===== src/rtl/multiword_add_sequencer.sv =====
`default_nettype none
// ============================================================================
// Module      : multiword_add_sequencer
// Description : Two-stage pipeline that sequences multi-word add/subtract
//               through an external combinational adder, LS word first.
// Revision    : 1.0 - initial release
// ============================================================================
module multiword_add_sequencer #(
  parameter int N     = 32,
  parameter int IDX_W = 4
) (
  input  logic             clk,
  input  logic             rst,
  input  logic             in_valid,
  output logic             in_ready,
  input  logic [N-1:0]     in_a,
  input  logic [N-1:0]     in_b,
  input  logic             in_sub,
  input  logic             in_last,
  output logic [N-1:0]     add_a,
  output logic [N-1:0]     add_b,
  output logic             add_cin,
  input  logic [N-1:0]     add_sum,
  input  logic             add_cout,
  output logic             out_valid,
  input  logic             out_ready,
  output logic [N-1:0]     out_sum,
  output logic             out_last,
  output logic [IDX_W-1:0] out_idx,
  output logic             out_cout,
  output logic             out_ovf
);

  typedef enum logic [0:0] {
    ST_FIRST = 1'b0,
    ST_CONT  = 1'b1
  } state_t;

  state_t           r_state;
  logic             r_s1_valid;
  logic [N-1:0]     r_s1_a;
  logic [N-1:0]     r_s1_b;
  logic             r_s1_last;
  logic             r_s1_first;
  logic [IDX_W-1:0] r_s1_idx;
  logic             r_sub;
  logic             r_carry;

  logic             w_adv;
  logic             w_accept;
  logic             w_move;

  assign w_adv    = !out_valid | out_ready;
  assign in_ready = !r_s1_valid | w_adv;
  assign w_accept = in_valid & in_ready;
  assign w_move   = r_s1_valid & w_adv;

  // r_sub always belongs to the word in S1: it is only rewritten when a new
  // first word enters S1, and S1 holds one word at a time.
  assign add_a   = r_s1_a;
  assign add_b   = r_s1_b ^ {N{r_sub}};
  assign add_cin = r_s1_first ? r_sub : r_carry;

  // Stage S1 and the operation-tracking FSM
  always_ff @(posedge clk or posedge rst) begin
    if (rst) begin
      r_state    <= ST_FIRST;
      r_s1_valid <= 1'b0;
      r_s1_a     <= '0;
      r_s1_b     <= '0;
      r_s1_last  <= 1'b0;
      r_s1_first <= 1'b1;
      r_s1_idx   <= '0;
      r_sub      <= 1'b0;
      r_carry    <= 1'b0;
    end else begin
      if (w_move) begin
        r_carry <= add_cout;
      end
      if (w_accept) begin
        r_s1_valid <= 1'b1;
        r_s1_a     <= in_a;
        r_s1_b     <= in_b;
        r_s1_last  <= in_last;
        r_s1_first <= (r_state == ST_FIRST);
        case (r_state)
          ST_FIRST: begin
            r_sub    <= in_sub;
            r_s1_idx <= '0;
            r_state  <= in_last ? ST_FIRST : ST_CONT;
          end
          default: begin
            r_s1_idx <= r_s1_idx + IDX_W'(1);
            r_state  <= in_last ? ST_FIRST : ST_CONT;
          end
        endcase
      end else if (w_move) begin
        r_s1_valid <= 1'b0;
      end
    end
  end

  // Stage S2: output register, frozen while stalled by out_ready
  always_ff @(posedge clk or posedge rst) begin
    if (rst) begin
      out_valid <= 1'b0;
      out_sum   <= '0;
      out_last  <= 1'b0;
      out_idx   <= '0;
      out_cout  <= 1'b0;
      out_ovf   <= 1'b0;
    end else if (w_adv) begin
      out_valid <= r_s1_valid;
      if (r_s1_valid) begin
        out_sum  <= add_sum;
        out_last <= r_s1_last;
        out_idx  <= r_s1_idx;
        out_cout <= add_cout;
        out_ovf  <= add_cout ^ (add_sum[N-1] ^ add_a[N-1] ^ add_b[N-1]);
      end
    end
  end

endmodule
`default_nettype wire


===== config.mk =====
export PLATFORM = sky130hd
export DESIGN_NAME = multiword_add_sequencer
export DESIGN_NICKNAME = d
export VERILOG_FILES = /design/src/rtl/multiword_add_sequencer.sv
export SDC_FILE = /design/constraint.sdc
export NUM_CORES = 1
export LEC_CHECK = 0
export ABC_AREA = 1
export BUFFER_PORTS_ARGS = -buffer_cell sky130_fd_sc_hd__buf_4
export CORE_UTILIZATION = 51
export DETAILED_ROUTE_END_ITERATION = 10
export PLACE_DENSITY = 0.85
export SYNTH_ARGS = -nofsm -noshare
export SYNTH_HDL_FRONTEND = slang
export SYNTH_SLANG_ARGS = --single-unit

===== constraint.sdc =====
create_clock -name clk -period 10.1 [get_ports clk]
set_clock_uncertainty 0.1 [all_clocks]
set_input_delay 1.515 -clock clk [delete_from_list [all_inputs] [get_ports clk]]
set_output_delay 1.515 -clock clk [all_outputs]
set_load 0.02 [all_outputs]

==> impl_metrics.tcl, run 1 <==
set metrics [dict create \
    status "complete, but fails checks" \
    violations "DRC" \
    critPathTopFamily "buffers and inverters" \
    dpl.hpwl_um 7850 \
    clockBufferDepth 2 \
    timing.final.crit_share_pct 35.5 \
    grt_overflow 0 \
    seq_area_um2 2830 \
    io_pins 209 \
    dieArea_um2 9600 \
    clockRootBuffer "clkbuf_8" \
    finalSetupViolCount 0 \
    synth_top_family_by_area "simple AND/OR/NAND/NOR gates" \
    crit_slowest_cell "buf_4" \
    ys_ff_latch 113 \
    clk_pin_slew_worst_paths_ns 0.06 \
    synth_xor_area_share_pct 6.34 \
    grt_pass1_wl_um 19200 \
    p_switching_uw 574 \
    yosys_warnings 0 \
    synth-main-ff-cell "dfrtp_1" \
    cts_sinks 113 \
    power_density_nw_per_um2 259 \
    grt_max_degree 77 \
    viasPerCell 4.83 \
    synth.most_common_cell "nand2_1" \
    tightest_slew_ns 1.17 \
    timing.fmax_ghz 0.279 \
    max_stage_delay_ns 0.17 \
    cp_max_fo 3 \
    min_period_ns 3.58 \
    power.internal_uw 1210 \
    max_cap_violations 0 \
    p_leak_uw 0.00391 \
    synth.area.mux_share_pct 0 \
    worst_hold_slack_ns 0.379 \
    start_kind "input pin" \
    fp.dieH_um 98.0 \
    clkLatencyLatePin_ns 0.50 \
    synthAdderAreaFrac_pct 0.266 \
    max_slew_margin_pct 22.3 \
    yosys.cell_types.count 19 \
    switching_share_pct 32.2 \
    fin_area_um2 6890 \
    cts_resized 0 \
    syn_avg_cell_area_um2 8.86 \
    antennaDiodeCount 0 \
    cts_setup_buffers 0 \
    grt_pass1_vias 4090 \
    arrival_ns 1.97 \
    cpMostUsedCell "buf_4" \
    vias 4111 \
    hold_viol 0 \
    required_ns 8.49 \
    synth_top_area_share_pct 59.7 \
    final_nets 837 \
    cp_num_buf_inv 3 \
    multi_input_area_um2 1640 \
    rows 34 \
    async_flop_share_pct 100 \
    syn_nets 634 \
    cts_tree "built" \
    wl_per_cell_um 13.7 \
    synth_compound_area_share_pct 1.54 \
    fin_util_pct 78.2 \
    syn-instance-count 530 \
    critPathKind "in -> out" \
    yosysSeqAreaShare_pct 60.2 \
    rsz0062_at_grt "no" \
    synth-edff-count 0 \
    syn_area_um2 4700 \
    synthSimpleGateAreaFrac_pct 26.7 \
    clockPowerShare_pct 36.3 \
    cts_buffers 17 \
    core_area_um2 8810 \
    syn_to_final_growth_pct 46.6 \
    placed_area_um2 6240 \
    ant_nets 0 \
    hold_class "reg -> reg" \
    yosys-top-cells-area "dfrtp_1 60%, nand2_1 25%, xor2_1 6.2%" \
    io_buffers 208 \
    fillCellCount 575 \
    irDropWorstVdd_mv 0.131 \
    final_max_slew_viol_count 0 \
    tns_ns 0 \
    cts_hold_buf 0 \
    sequentialPowerShare_pct 34.0 \
    synth_common_cells "313 x nand2_1, 112 x dfrtp_1, 33 x xor2_1" \
    post-synth-top-area-cell "dfrtp_1" \
    endpoint_kind "output pin" \
    drive_gt1_share_pct 33.3 \
    drt-total-wl_um 11700 \
    crit_chain "buf_4 > inv_1 > nand3_2 > buf_4" \
    first_pass_iters 8 \
    gp_congestion 0.788 \
    antenna_found_initial 0 \
    htreeDepth 4 \
    die_x_um 98.0 \
    pwr-share-comb_pct 29.7 \
    gr-usage-all-layers_pct 25.5 \
    drt_iter0_markers 211 \
    route.detailed.drc 11 \
    initial_core_util_pct 53.4 \
]
-- path summary, 6_finish.rpt --
| kind | startpoint | to | slack (ns) | cells past startpoint |
|---|---|---|---|---|
| max in group asynchronous | rst | r_s1_idx[1] | 7.64 | 3 |
| hold / removal | add_a[18] | add_a[18] | 0.38 | 2 |
| hold reg to reg | add_a[18] | add_a[18] | 0.38 | 2 |
| setup reg to reg | out_valid | out_ovf | 8.04 | 6 |
| setup / recovery | out_ready | in_ready | 6.52 | 4 |
| min in group asynchronous | rst | add_a[16] | 0.94 | 2 |
-- power by group through the flow --
stage / registers (uW) / clock network (uW) / logic (uW)
after CTS: 607 / 657 / 535
final: 607 / 648 / 531
after global placement: 607 / 0 / 520
after detailed placement: 611 / 0 / 532
after global routing: 618 / 676 / 570
after floorplan: 664 / 0 / 236
-- sequential cells by signal, summed over array words and instances, names as in the netlist --
signal and flops:
add_a 32, out_idx 4, out_last 1, out_ovf 1, out_sum 32, out_valid 1, r_carry 1, r_s1_b 32
r_s1_first 1, r_s1_idx 4, r_s1_last 1, r_s1_valid 1, r_state 1, r_sub 1
-- cells in the final DEF (no fill, tap or decap), types with 2 or more instances in the layout --
cell type   instances
clkbuf_8            5
bufinv_16           5
o21ai_0            13
clkinvlp_4          2
inv_1              11
xor2_1             33
nand2_1           313
dfrtp_1           111
buf_4             211
nand3_1            10
clkbuf_16          16
-- per-stage QoR --
step,cells,setup WS (ns),total power (uW)
floorplan,530,5.50,900
global placement,822,6.52,1130
detailed placement,822,6.53,1140
CTS,852,6.52,1800
global route,852,6.48,1860
finish,852,6.52,1780
-- worst register-to-register path: cells and delay by family (launching register included) --
family        cells  cell delay, ns
buf+inv           2            0.95
simple gates      4            0.50
flops             1            0.39
-- layout make-up --
cell class | count | share of cell area (%)
sequential | 113 | 41.1
multi-input combinational | 377 | 23.8
timing repair buffer | 211 | 23.0
clock buffer | 21 | 6.81
clock inverter | 9 | 2.60
tap | 108 | 1.96
inverter | 13 | 0.745
-- layer usage --
metal / part of all wire (%) / global-route usage [%]
met5: 0 / 0
met4: 2.3 / 11.0
met3: 7.2 / 7.52
met2: 52 / 43.5
met1: 39 / 30.0
-- cell families after synthesis --
family                     after synthesis
AOI/OAI and AO/OA                       14
xor gates and xnor gates                34
adders and majority gates                1
buffers and inverters                   40
DFF                                    113
and+or+nand+nor                        328
No activity file was read; power rests on OpenSTA's default activity.
==> run 2, diff against run 1 <==
--- a/config.mk
+++ b/config.mk
@@ -7,9 +7,9 @@
 export LEC_CHECK = 0
 export ABC_AREA = 1
 export BUFFER_PORTS_ARGS = -buffer_cell sky130_fd_sc_hd__buf_4
-export CORE_UTILIZATION = 51
+export CORE_UTILIZATION = 43
 export DETAILED_ROUTE_END_ITERATION = 10
-export PLACE_DENSITY = 0.85
+export PLACE_DENSITY = 0.77
 export SYNTH_ARGS = -nofsm -noshare
 export SYNTH_HDL_FRONTEND = slang
 export SYNTH_SLANG_ARGS = --single-unit
==> constraint.sdc (replaced) <==
create_clock -name clk -period 2.9 [get_ports clk]
set_clock_uncertainty 0.1 [all_clocks]
set_input_delay 0.435 -clock clk [delete_from_list [all_inputs] [get_ports clk]]
set_output_delay 0.435 -clock clk [all_outputs]
set_load 0.02 [all_outputs]
==> impl_metrics.tcl, run 2 (synthesis gave the netlist of run 1 again) <==
set metrics [dict create \
    finalSetupViolCount 0 \
    fillCellCount 853 \
    placed_area_um2 6300 \
    first_pass_iters 7 \
    timing.final.crit_share_pct 84.9 \
    fp.dieH_um 107 \
    cts_resized 0 \
    antennaDiodeCount 0 \
    seq_area_um2 2830 \
    viasPerCell 4.66 \
    required_ns 2.37 \
    crit_slowest_cell "dfrtp_2" \
    route.detailed.drc 0 \
    layout_common_cells "313 x nand2_1, 212 x buf_4, 111 x dfrtp_1" \
    final_max_slew_viol_count 0 \
    syn_to_final_growth_pct 47.9 \
    tns_ns 0 \
    cts_tree "built" \
    cts_sinks 113 \
    max_slew_margin_pct 22.5 \
    drt_iter0_markers 270 \
    grt_pass1_vias 3985 \
    vias 4139 \
    cp_num_buf_inv 1 \
    irDropWorstVdd_mv 0.424 \
    core_area_um2 10500 \
    hold_class "in -> reg" \
    crit_chain "xor2_1 > buf_4" \
    status "finished, final reports clean" \
    ant_nets 0 \
    cts_buffers 17 \
    gp_congestion 0.767 \
    drt-total-wl_um 11700 \
    grt_overflow 0 \
    cts_setup_buffers 0 \
    grt_pass1_wl_um 18700 \
    final_nets 844 \
    tightest_slew_ns 1.16 \
    start_kind "register" \
    drive_gt1_share_pct 33.3 \
    min_period_ns 2.46 \
    clkLatencyLatePin_ns 0.50 \
    rsz0062_at_grt "no" \
    io_pins 209 \
    max_stage_delay_ns 0.97 \
    htreeDepth 4 \
    max_cap_violations 0 \
    hold_viol 0 \
    wl_per_cell_um 13.1 \
    cts_hold_buf 5 \
    antenna_found_initial 0 \
    die_x_um 107 \
    initial_core_util_pct 44.9 \
    dpl.hpwl_um 8000 \
    timing.fmax_ghz 0.406 \
    io_buffers 208 \
    rows 37 \
    p_leak_uw 0.00391 \
    arrival_ns 1.93 \
    final_common_cell "nand2_1" \
    clk_pin_slew_worst_paths_ns 0.06 \
    cp_max_fo 34 \
    critPathKind "reg -> out" \
    clockBufferDepth 2 \
    dieArea_um2 11300 \
    power_density_nw_per_um2 865 \
    gr-usage-all-layers_pct 21.2 \
    endpoint_kind "output pin" \
    fin_area_um2 6950 \
    multi_input_area_um2 1640 \
    critPathTopFamily "flip-flops" \
    clockRootBuffer "clkbuf_8" \
    grt_max_degree 77 \
]
[run 2: cell count changes in the layout (fill, tap and decap cells not counted), sizes merged, moves of 2 or more]
cell         before  now
dlygate4sd3       0    5
buf             211  213
clkinvlp          2    4
clkinv            2    7
bufinv            5    3
clkbuf           21   19
[run 2: through the flow]
stage | utilization [%] | power, uW | instances | worst slack (ns) | hold WS, ns
floorplan | - | 3130 | 530 | 0.994 | 0.343
finish | 66.4 | 6010 | 889 | 0.438 | 0.0248
detailed placement | 60.2 | 3980 | 852 | 0.703 | 0.366
CTS | 66.4 | 6060 | 889 | 0.419 | 0.0000264
global route | 66.4 | 6300 | 889 | 0.353 | 0.00315
global placement | 60.2 | 3950 | 852 | 0.794 | 0.364
[run 2: where the power goes]
part           internal [uW]  total (uW)  switching [uW]
Clock                   1330        2060             726
Sequential              1870        2110             238
Combinational            790        1840            1050
[run 2: cell type report]
class                   count  share of cell area (%)
multi-input cells         377                    23.6
repair buffers            218                    23.9
clock inverters            13                    2.34
flip-flops and latches    113                    40.7
inverters                  13                   0.756
clock buffers              19                    6.21
well taps                 136                    2.45
[run 2: worst register-to-register path: cells and delay by family (launching register included)]
family | cells | cell delay (ns)
flops | 1 | 0.41
buf+inv | 1 | 0.82
simple gates | 5 | 0.61
[run 2: final timing paths]
check / from / end / depth (start not counted) / slack [ns]
worst max-delay path: r_sub / add_b[31] / 2 / 0.44
worst min-delay path: in_a[18] / add_a[18] / 3 / 0.02
worst max register to register: out_valid / r_s1_idx[3] / 6 / 0.85
worst min register to register: out_sum[22] / out_sum[22] / 2 / 0.38
max in group asynchronous: rst / add_a[23] / 4 / 1.41
min in group asynchronous: rst / add_a[20] / 3 / 0.53
[run 2: metal layers]
layer | global-route usage (%) | part of all wire [%]
met5 | 0 | 0
met4 | 8.02 | 2.3
met3 | 6.19 | 6.5
met2 | 34.4 | 49
met1 | 26.9 | 42
==> run 3, diff against run 2 <==
--- a/config.mk
+++ b/config.mk
@@ -7,9 +7,9 @@
 export LEC_CHECK = 0
 export ABC_AREA = 1
 export BUFFER_PORTS_ARGS = -buffer_cell sky130_fd_sc_hd__buf_4
-export CORE_UTILIZATION = 43
+export CORE_UTILIZATION = 47
 export DETAILED_ROUTE_END_ITERATION = 10
-export PLACE_DENSITY = 0.77
+export PLACE_DENSITY = 0.8
 export SYNTH_ARGS = -nofsm -noshare
 export SYNTH_HDL_FRONTEND = slang
 export SYNTH_SLANG_ARGS = --single-unit
==> constraint.sdc (replaced) <==
create_clock -name clk -period 2.55 [get_ports clk]
set_clock_uncertainty 0.1 [all_clocks]
set_input_delay 0.3825 -clock clk [delete_from_list [all_inputs] [get_ports clk]]
set_output_delay 0.3825 -clock clk [all_outputs]
set_load 0.02 [all_outputs]
==> impl_metrics.tcl, run 3 (synthesis gave the netlist of run 1 again) <==
set metrics [dict create \
    die_x_um 102 \
    grt_pass1_vias 4874 \
    grt_pass1_wl_um 23300 \
    drive_gt1_share_pct 29.8 \
    layout_common_cells "313 x nand2_1, 213 x buf_4, 111 x dfrtp_1" \
    hold_viol 0 \
    drt-total-wl_um 15000 \
    min_period_ns 2.27 \
    vias 4659 \
    final_nets 937 \
    drt_iter0_markers 166 \
    ant_nets 0 \
    gr-usage-all-layers_pct 29.6 \
    rsz0062_at_grt "no" \
    worst_hold_slack_ns 0.0192 \
    antenna_found_initial 0 \
    io_buffers 208 \
    critPathKind "reg -> out" \
    max_cap_violations 0 \
    cts_buffers 17 \
    finalPower_uw 7070 \
    syn_to_final_growth_pct 67.7 \
    timing.final.crit_share_pct 88.9 \
    final_common_cell "nand2_1" \
    tightest_slew_ns 1.03 \
    antennaDiodeCount 0 \
    grt_max_degree 68 \
    p_leak_uw 0.00431 \
    placed_area_um2 6330 \
    max_slew_margin_pct 31.2 \
    initial_core_util_pct 48.3 \
    hold_class "in -> reg" \
    clockRootBuffer "clkbuf_8" \
    fp.dieH_um 102 \
    dpl.hpwl_um 8050 \
    cts_setup_buffers 0 \
    cts_tree "built" \
    fin_area_um2 7880 \
    status "finished, final reports clean" \
    htreeDepth 4 \
    fillCellCount 560 \
    final_max_slew_viol_count 0 \
    route.detailed.drc 0 \
    start_kind "register" \
    grt_overflow 0 \
    core_area_um2 9730 \
    clockBufferDepth 2 \
    io_pins 209 \
    arrival_ns 1.78 \
    wl_per_cell_um 15.4 \
    clk_pin_slew_worst_paths_ns 0.05 \
    clkLatencyLatePin_ns 0.51 \
    cts_sinks 113 \
    finalSetupViolCount 0 \
    timing.fmax_ghz 0.441 \
    multi_input_area_um2 1640 \
    cp_max_fo 31 \
    tns_ns 0 \
    viasPerCell 4.76 \
    seq_area_um2 2830 \
    dieArea_um2 10400 \
    rows 36 \
    irDropWorstVdd_mv 0.458 \
    required_ns 2.07 \
    power_density_nw_per_um2 897 \
    endpoint_kind "output pin" \
    first_pass_iters 5 \
    gp_congestion 0.758 \
]
-- run 3: cell types whose count changed in the layout (fill, tap and decap cells not counted) --
cell	previous run	this run
buf_12	1	2
buf_4	212	213
clkbuf_8	2	4
clkinv_2	3	4
clkinv_4	4	1
clkinvlp_4	4	3
dlygate4sd3_1	5	96
-- run 3: through the flow --
stage	util (%)	std cells	worst slack, ns
after global placement	65.0	851	0.769
after floorplan	-	530	0.697
final	81.0	978	0.283
after global routing	81.0	978	0.193
after CTS	81.0	978	0.298
after detailed placement	65.0	851	0.693
-- run 3: final timing paths --
check / start / endpoint / slack, ns / depth (start not counted)
hold reg to reg: add_a[30] / add_a[30] / 0.38 / 2
setup reg to reg: out_valid / out_sum[10] / 0.71 / 5
min in group asynchronous: rst / add_a[26] / 0.44 / 3
max in group asynchronous: rst / out_sum[23] / 1.12 / 4
hold / removal: in_sub / r_sub / 0.02 / 3
setup / recovery: r_sub / add_b[1] / 0.28 / 3
-- run 3: layout make-up --
| cell class | instances | share of cell area (%) |
|---|---|---|
| clock buffers | 21 | 5.83 |
| clock inverters | 10 | 1.70 |
| inverters | 13 | 0.667 |
| multi-input cells | 377 | 20.8 |
| flip-flops and latches | 113 | 35.9 |
| well taps | 133 | 2.11 |
| repair buffers | 311 | 33.0 |
-- run 3: what timing repair did --
action / in CTS / in global routing
hold buffers: 96 / 0
gates resized for setup: 0 / 0
hold endpoints to repair: 121 / 0
-- run 3: per-layer routing --
metal	GRT usage (%)	vias to the layer above	share of wire, %
met3	7.32	40	6.3
li1	-	2204	-
met1	34.3	2196	38
met5	0	-	0
met2	51.6	219	52
met4	14.2	0	3.0
-- run 3: power breakdown --
| part | leakage, uW | switching (uW) | internal [uW] |
|---|---|---|---|
| registers | 0.00139 | 235 | 2130 |
| clock network | 0.000290 | 814 | 1550 |
| logic | 0.00263 | 1340 | 994 |
| total | 0.00431 | 2390 | 4680 |
-- run 3: critical path, cell delays in order, from the launching register on --
cell     delay [ns]
dfrtp_2        0.42
buf_4          0.44
xor2_1         0.24
buf_4          0.17
